--- config.mk ---
export PLATFORM = sky130hd
export DESIGN_NAME = pipe_stage_latch
export DESIGN_NICKNAME = d
export VERILOG_FILES = /design/src/rtl/pipe_stage_latch.sv
export SDC_FILE = /design/constraint.sdc
export NUM_CORES = 1
export LEC_CHECK = 0
export ABC_AREA = 1
export CAP_MARGIN = 20
export CORE_AREA = 5 5 103 105
export DETAILED_ROUTE_END_ITERATION = 16
export DIE_AREA = 0 0 108 110
export GPL_TIMING_DRIVEN = 0
export PLACE_DENSITY = 0.66
export SYNTH_ARGS = -nofsm -noshare
export SYNTH_HDL_FRONTEND = slang
export SYNTH_SLANG_ARGS = --single-unit
--- constraint.sdc ---
create_clock -name CLK -period 1.37 [get_ports CLK]
set_input_delay 0.274 -clock CLK [delete_from_list [all_inputs] [get_ports CLK]]
set_output_delay 0.274 -clock CLK [all_outputs]
set_load 0.02 [all_outputs]
--- src/rtl/pipe_stage_latch.sv ---
// Inter-stage pipeline latch carrying an instruction word and its PC with valid/ready on both sides.
// Define PIPE_STAGE_SKID_EN for a 2-entry skid buffer with registered in_ready.
module pipe_stage_latch #(
  parameter int              IW       = 32,
  parameter int              AW       = 32,
  parameter logic [IW-1:0]   NOP_WORD = '0
) (
  input  logic          CLK,
  input  logic          nRST,
  input  logic          flush,
  input  logic          in_valid,
  output logic          in_ready,
  input  logic [IW-1:0] in_instr,
  input  logic [AW-1:0] in_pc,
  output logic          out_valid,
  input  logic          out_ready,
  output logic [IW-1:0] out_instr,
  output logic [AW-1:0] out_pc
);

  // Handshake: a beat moves on a rising edge where valid && ready; a producer
  // holding valid keeps its payload stable until ready is seen.
  localparam logic [1:0] ST_EMPTY = 2'd0;
  localparam logic [1:0] ST_FULL  = 2'd1;

  logic [1:0]    state_q, state_d;
  logic [IW-1:0] main_instr_q, main_instr_d;
  logic [AW-1:0] main_pc_q, main_pc_d;
  logic          accept, consume;

  assign out_valid = (state_q != ST_EMPTY);
  assign out_instr = out_valid ? main_instr_q : NOP_WORD;
  assign out_pc    = out_valid ? main_pc_q : '0;
  assign accept    = in_valid && in_ready;
  assign consume   = out_valid && out_ready;

`ifdef PIPE_STAGE_SKID_EN
  localparam logic [1:0] ST_SKID = 2'd2;

  logic [IW-1:0] skid_instr_q, skid_instr_d;
  logic [AW-1:0] skid_pc_q, skid_pc_d;
  logic          in_ready_q, in_ready_d;

  assign in_ready = in_ready_q;

  always_comb begin
    state_d      = state_q;
    main_instr_d = main_instr_q;
    main_pc_d    = main_pc_q;
    skid_instr_d = skid_instr_q;
    skid_pc_d    = skid_pc_q;
    case (state_q)
      ST_EMPTY: begin
        if (accept) begin
          state_d      = ST_FULL;
          main_instr_d = in_instr;
          main_pc_d    = in_pc;
        end
      end
      ST_FULL: begin
        if (accept && consume) begin
          main_instr_d = in_instr;
          main_pc_d    = in_pc;
        end else if (consume) begin
          state_d = ST_EMPTY;
        end else if (accept) begin
          state_d      = ST_SKID;
          skid_instr_d = in_instr;
          skid_pc_d    = in_pc;
        end
      end
      ST_SKID: begin
        // in_ready is low here, so only the drain of main can happen
        if (consume) begin
          state_d      = ST_FULL;
          main_instr_d = skid_instr_q;
          main_pc_d    = skid_pc_q;
        end
      end
      default: state_d = ST_EMPTY;
    endcase
    if (flush) state_d = ST_EMPTY;
    in_ready_d = (state_d != ST_SKID);
  end

  always_ff @(posedge CLK or negedge nRST) begin
    if (!nRST) begin
      state_q      <= ST_EMPTY;
      main_instr_q <= NOP_WORD;
      main_pc_q    <= '0;
      skid_instr_q <= NOP_WORD;
      skid_pc_q    <= '0;
      in_ready_q   <= 1'b1;
    end else begin
      state_q      <= state_d;
      main_instr_q <= main_instr_d;
      main_pc_q    <= main_pc_d;
      skid_instr_q <= skid_instr_d;
      skid_pc_q    <= skid_pc_d;
      in_ready_q   <= in_ready_d;
    end
  end
`else
  // Single entry: a full latch can only take a new beat while it is draining.
  assign in_ready = !out_valid || out_ready;

  always_comb begin
    state_d      = state_q;
    main_instr_d = main_instr_q;
    main_pc_d    = main_pc_q;
    if (accept) begin
      state_d      = ST_FULL;
      main_instr_d = in_instr;
      main_pc_d    = in_pc;
    end else if (consume) begin
      state_d = ST_EMPTY;
    end
    if (flush) state_d = ST_EMPTY;
  end

  always_ff @(posedge CLK or negedge nRST) begin
    if (!nRST) begin
      state_q      <= ST_EMPTY;
      main_instr_q <= NOP_WORD;
      main_pc_q    <= '0;
    end else begin
      state_q      <= state_d;
      main_instr_q <= main_instr_d;
      main_pc_q    <= main_pc_d;
    end
  end
`endif

endmodule

Word level (Yosys, flattened, before mapping)

Cells that the tools add are included.

Flip-flop bits (word level): 66
Input bits: 69
Output and inout bits: 66
Logic and storage cells: 14

Mux-type cells: 5
Reduce and logical (&&, ||, !) cells: 6

Operators by type and width:

| kind               | number |
|---|---|
| 32-bit 2-to-1 mux  | 2 |
| 2-bit 2-to-1 mux   | 3 |
| 3-bit nonzero test | 1 |
| 1-bit logical AND  | 2 |
| 2-bit nonzero test | 1 |
| 1-bit zero test    | 1 |
| 1-bit logical OR   | 1 |

Logic depth before layout (Yosys ltp)

Gate-level depths: netlist of the first run.

Depth after elaboration: 6
Mapped depth: 6
Mapped depth without buffers: 5

Worst setup path after synthesis of the first run

Ideal clock, no wire load.

Path kind: register to output
Start: register state_q[0]
End: output port out_instr[10]
Arrival time: 1.051 ns
Required time: 1.096 ns
Setup slack: 0.045 ns
Stages on the path, launching flop included: 5
Path buffers: 2
Cells stage by stage: dfrtp_1 buf_2 buf_2 nand2_1 inv_1

Word-level cells in the longest chain between the ends: 2

RTL lines:

| what                   | line | text |
|---|---|---|
| start, declared        | 26   | `logic [1:0] state_q, state_d;` |
| start signal, assigned | 127  | `state_q <= state_d;` |
| 2-bit nonzero test     | 31   | `assign out_valid = (state_q != ST_EMPTY);` |
| 32-bit 2-to-1 mux      | 32   | `assign out_instr = out_valid ? main_instr_q : NOP_WORD;` |
| end, declared          | 17   | `output logic [IW-1:0] out_instr,` |

Every way passes these cells.

Worst setup path after layout of the first run

Start: register state_q[0]
End: output port out_instr[28]

Same word-level chain as after synthesis.

==> results.cfg, run 1 <==
[run_status]
run_status = finished, violations left
violations = negative setup slack

[job]
max_cap_viol_count = 0

[floorplan]
rows = 36
die_x_um = 108
boundaryPins = 135
core_region_area_sq_mm = 0.00955
initial_core_util_pct = 34.1
dieArea_sq_mm = 0.0119
die_h_um = 110

[critical_path]
crit_path_top_delay_cell = dfrtp_2
critPathRequiredTime_ns = 1.10
crit_chain = buf_6 -> buf_8 -> nand2_1 -> inv_1 -> buf_2
r2r_setup_slack_ns = -0.12
critPathMaxFanout = 10
critical_path_class = reg2out
rr_startpoint = state_q[0]
start_kind = flip-flop
r2r-end = main_pc_q[13]
endpoint_kind = primary output
worst_ep_arrival_time_ns = 1.33
reg2reg_depth = 9
slowest_delay_ns = 0.45
worstSetupStartpoint = state_q[0]
endpoint = out_instr[28]

[logic_synthesis]
ys_top_cells_by_area = dfrtp_1 50%, nand2_1 22%, inv_1 7.5%
synthDistinctLibCells = 13
yosys_register_bits = 65
syn_avg_cell_area_sq_um = 7.80
yosys_warnings = 0
syn-instance-count = 417
ys_seq_area_share_pct = 50.0
synth_top_area_share_pct = 50.0
synthesis.nets = 486
synth_area_sq_mm = 0.00325
yosys.area.top_type = dfrtp_1

[pwr]
fin_total_pwr_uw = 5800
ir_worst_vdd_uv = 585
power_density_mw_per_mm2 = 1010
p_leak_uw = 0.00328

[cells_and_area]
nNetsFinal = 656
num-fill-cells = 863
area_growth_pct = 77.0
layout-drive-gt1-share_pct = 35.0
final_cell_mix = 167 x nand2_1, 66 x clkdlybuf4s50_1, 64 x dfrtp_1
diodes = 0
multi_input_area_sq_mm = 0.00131
seq_area_sq_mm = 0.00163
layout_commonest_cell = nand2_1

[cts]
h-tree-depth = 3
clk_latency_ns = 0.34
cts_tree = built
clk_path_buf_depth = 2
numCtsBuffers = 9
clock-sinks = 65
clkTransAtPathRegs_ns = 0.08
cts-root-buf = clkbuf_8

[global_route]
grt_pass1_wl_mm = 14.0
grt_max_degree = 66
grt_usage_pct = 14.8
grt_busiest_layer = met2
use_met2_pct = 24.8
grt_pass1_vias = 2963
antenna_found_initial = 0
gr-total-overflow = 0
met1_usage_pct = 18.9
groute.layer.met3.usage_pct = 3.84

[worst_hold_path]
hold_class = in2async

[detailed_routing]
routed_via_density = 4.33
drt_pre_antenna_iters = 4
post_drt_wl_per_cell_um = 13.6
ant_nets = 0
routed_wl_mm = 9.85
drc = 0
vias = 3137
initialDrtViolationCount = 85

[placed_design]
routabilityCongestion = 0.771
port_buffers = 134
place_hpwl_mm = 6.28

[sta]
max_freq_mhz = 623
rsz0062_at_grt = true
hold_violations = 0
min_period_ns = 1.61
finClkSkew_ns = 0.00854
timing.setup.tns_ns = -17.03
relSlewSlack_pct = 45.2
finalMaxSlewViolations = 0
finalCritPeriodShare_pct = 117
setup-violations-final = 128
tightestPinTransition_ns = 0.823
setup_slack_ns = -0.236
## cells in the mapped netlist
cell / count
a21oi_1: 1
buf_1: 1
buf_2: 14
buf_4: 3
buf_6: 6
buf_8: 3
dfrtp_1: 65
inv_1: 65
inv_2: 1
nand2_1: 192
nand2_2: 2
nand3_1: 42
nand3_2: 22
## cells by family after synthesis
group                  count (synthesis)  synth area share, %
and+or+nand+nor                      258                 35.8
buffers and inverters                 93                 14.0
DFF                                   65                 50.0
AOI/OAI and AO/OA                      1                0.154
## cell type report
cell class	count	area share, %
buffer	27	6.68
clock buffer	12	2.87
clock inverter	4	1.70
inverter	66	4.31
multi-input combinational	261	22.7
sequential	65	28.3
tap	133	2.89
timing repair buffer	157	30.6
## critical path, delay by kind of cell (launching register included)
family | cells | cell delay, ns
buf+inv | 4 | 0.48
flops | 1 | 0.45
simple gates | 1 | 0.06
## power breakdown
part | switching, uW | internal, uW
Sequential | 134 | 2130
Combinational | 672 | 750
Clock | 753 | 1360
## worst min-delay path by stage
stage	start	endpoint	cells past startpoint
floorplan	nRST	main_instr_q[0]	0
global placement	main_pc_q[31]	main_pc_q[31]	2
detailed placement	nRST	main_instr_q[9]	1
CTS	nRST	main_instr_q[9]	1
global route	nRST	main_instr_q[9]	1
finish	nRST	main_instr_q[9]	1
## what timing repair did
action / 4_1_cts / 5_1_grt
resized for setup: 342 / 140
setup endpoints to repair: 66 / 114
hold buffers: 0 / 0
endpoints found under the hold margin: 0 / 0
cloned: 1 / 15
pin swaps: 1 / 12
setup buffers: 4 / 5
## through the flow
stage / cells / instance area, sq um / util [%] / worst slack, ns / hold WS, ns
2_1_floorplan: 417 / 3250 / - / 0.0453 / -0.0216
3_3_place_gp: 684 / 4760 / 49.8 / -2.21 / 0.454
3_5_place_dp: 684 / 4760 / 49.8 / -0.661 / 0.424
4_1_cts: 705 / 4960 / 51.9 / -0.249 / 0.0562
5_1_grt: 725 / 5750 / 60.3 / -0.306 / 0.0922
6_report: 725 / 5750 / 60.3 / -0.236 / 0.0292
## registers in the layout, summed over array words and instances (netlist names)
| signal | count |
|---|---|
| state_q | 1 |
| main_pc_q | 32 |
| main_instr_q | 32 |
## metal layers
metal	vias to the layer above	routed length, um
li1	1581	-
met1	1454	4340
met2	92	4840
met5	-	0
met4	0	75
met3	10	587
No activity file was read; power rests on OpenSTA's default activity.
==> run 2: changes to the inputs <==
- ABC_AREA: 1 -> default
- CORE_AREA: 5 5 103 105 -> 5 5 101 103
- DIE_AREA: 0 0 108 110 -> 0 0 106 108
- PLACE_DENSITY: 0.66 -> 0.67
==> run 2 against run 1 <==
  * The run still ends with negative setup slack left
  * Global-route usage decreased by 0.88 points
  * Clock-buffer cell count grew 1
  * Die area is 3.6% lower
  * Hold slack improved by 0.014 ns
  * Clock skew decreased by 0.0021 ns
  * Final area down 3.2%
  * Combinational power rose by 18%
  * Critical path depth decreased by 1
  * Critical endpoint is now out_instr[25]
  * Largest cell class unchanged
==> results.cfg, run 2 <==
[logic_synthesis]
synth_top_cells_by_count = 65 x dfrtp_1, 64 x and2_1, 60 x mux2_4
yosys.area.top_type = dfrtp_1
yosys_warnings = 0
syn-instance-count = 210
synth_area_sq_mm = 0.00310
synthFlopType = dfrtp_1
syn_avg_cell_area_sq_um = 14.8
synth.most_common_cell = dfrtp_1
async_flop_share_pct = 100
synth_top_area_share_pct = 52.4
ys_top_cells_by_area = dfrtp_1 52%, mux2_4 29%, and2_1 13%
yosys_register_bits = 65
synthesis.nets = 279
ys_seq_area_share_pct = 52.4
synth_edf_count = 0
synthDistinctLibCells = 11

[cells_and_area]
diodes = 0
final_cell_mix = 68 x buf_6, 67 x clkdlybuf4s50_1, 64 x dfrtp_1
seq_area_sq_mm = 0.00163
area_growth_pct = 79.5
layout-drive-gt1-share_pct = 64.4
layout_commonest_cell = buf_6
nNetsFinal = 447
num-fill-cells = 738
finalNonFillerCells = 493
reg_top3 = main_instr_q: 32 flops, main_pc_q: 32 flops, state_q: 1 flops
multi_input_area_sq_mm = 0.00156

[sta]
rsz0062_at_grt = true
max_freq_mhz = 607
hold_violations = 0
min_period_ns = 1.65
setup_slack_ns = -0.277
tightestPinTransition_ns = 0.820
relSlewSlack_pct = 45.3
finalCritPeriodShare_pct = 120
finClkSkew_ns = 0.00641
timing.setup.tns_ns = -31.32
finalMaxSlewViolations = 0
setup-violations-final = 130

[detailed_routing]
initialDrtViolationCount = 30
drt_pre_antenna_iters = 4
vias = 2176
post_drt_wl_per_cell_um = 17.0
routed_via_density = 4.41
ant_nets = 0
drc = 0
routed_wl_mm = 8.40

[global_route]
met1_usage_pct = 17.8
grt_max_degree = 66
groute.layer.met3.usage_pct = 4.54
grt_pass1_vias = 2345
grt_usage_pct = 14.0
antenna_found_initial = 0
grt_busiest_layer = met2
use_met2_pct = 22.4
grt_pass1_wl_mm = 12.4
gr-total-overflow = 0

[critical_path]
endpoint_kind = primary output
worst_ep_arrival_time_ns = 1.37
r2r-end = main_instr_q[1]
slowest_delay_ns = 0.46
r2r_setup_slack_ns = -0.26
critPathMaxFanout = 8
crit_path_top_delay_cell = dfrtp_2
critPathRequiredTime_ns = 1.10
rr_startpoint = state_q[0]
start_kind = flip-flop
reg2reg_depth = 6
critical_path_class = reg2out
crit_chain = buf_16 -> clkbuf_16 -> and2_4 -> buf_6

[pwr]
ir_worst_vdd_uv = 473
power_density_mw_per_mm2 = 1050
p_leak_uw = 0.00267

[placed_design]
port_buffers = 134
dp.cells = 455
routabilityCongestion = 0.703
place_hpwl_mm = 5.15

[floorplan]
initial_core_util_pct = 34.1
boundaryPins = 135
rows = 35
core_region_area_sq_mm = 0.00911
die_x_um = 106
die_h_um = 108
dieArea_sq_mm = 0.0114

[run_status]
run_status = finished, violations left
violations = negative setup slack

[cts]
clkTransAtPathRegs_ns = 0.07
clk_latency_ns = 0.32
clock-sinks = 65
clk_path_buf_depth = 2
cts-root-buf = clkbuf_8
numCtsBuffers = 9
h-tree-depth = 3
cts.hold.buffers_added = 0
cts_tree = built

[job]
max_cap_viol_count = 0

[worst_hold_path]
hold_class = in2async
-- run 2: cell types whose count changed after synthesis, sizes merged --
cell	before	now
nand3	64	0
and2	0	64
inv	66	1
clkbuf	0	6
nand2b	0	1
buf	27	7
mux2	0	64
nand2	194	1
-- run 2: cell type report --
cell class	count	area share, %
multi-input combinational	133	28.1
clock inverter	2	1.08
timing repair buffer	155	31.5
inverter	1	0.0674
buffer	13	4.58
tap	111	2.49
sequential	65	29.2
clock buffer	13	3.03
-- run 2: cells by family (layout without fill, tap and decap cells) --
kind of cell	Yosys count	count (layout)	synth area share, %
and+or+nand+nor	66	68	13.7
DFF	65	65	52.4
muxes	64	64	30.5
buffers and inverters	14	184	3.19
AOI/OAI and AO/OA	1	1	0.161
-- run 2: critical path, delay by kind of cell, from the launching register on --
family / cells / cell delay, ns
flops: 1 / 0.46
buf+inv: 3 / 0.45
simple gates: 1 / 0.14
-- run 2: report_power, final --
part | leakage (uW) | switching [uW] | total, uW | internal [uW]
sequential | 0.000760 | 144 | 2300 | 2160
clock | 0.000116 | 705 | 1870 | 1170
combinational | 0.00180 | 568 | 1670 | 1100
-- run 2: how the worst max path moves through the flow --
stage / from / endpoint / slack (ns)
global route: state_q[0] / out_instr[25] / -0.33
finish: state_q[0] / out_instr[25] / -0.28
detailed placement: state_q[0] / out_pc[3] / -0.69
global placement: nRST / state_q[0] / -2.43
CTS: state_q[0] / out_pc[3] / -0.30
floorplan: state_q[0] / out_instr[10] / 0.03
-- run 2: through the flow --
stage               power [uW]  setup WS [ns]  utilization, %  area (sq um)  hold WS [ns]
finish                    5840         -0.277            61.1          5570        0.0430
detailed placement        3610         -0.692            50.3          4580         0.434
global placement          3600          -2.43            50.3          4580         0.479
floorplan                 3020         0.0260               -          3100       -0.0216
CTS                       5790         -0.303            58.1          5290        0.0672
global route              6100         -0.331            61.1          5570         0.118
-- run 2: what timing repair did --
action                     in CTS  in global routing
pin swaps                       0                  1
gates cloned                    7                  8
setup buffers                   3                  6
gates resized for setup       487                 20
setup endpoints to repair      66                130
-- run 2: layer usage --
| layer | up-vias | wire (um) |
|---|---|---|
| li1 | 1032 | - |
| met5 | - | 0 |
| met3 | 5 | 560 |
| met1 | 1067 | 3630 |
| met4 | 0 | 57 |
| met2 | 72 | 4150 |
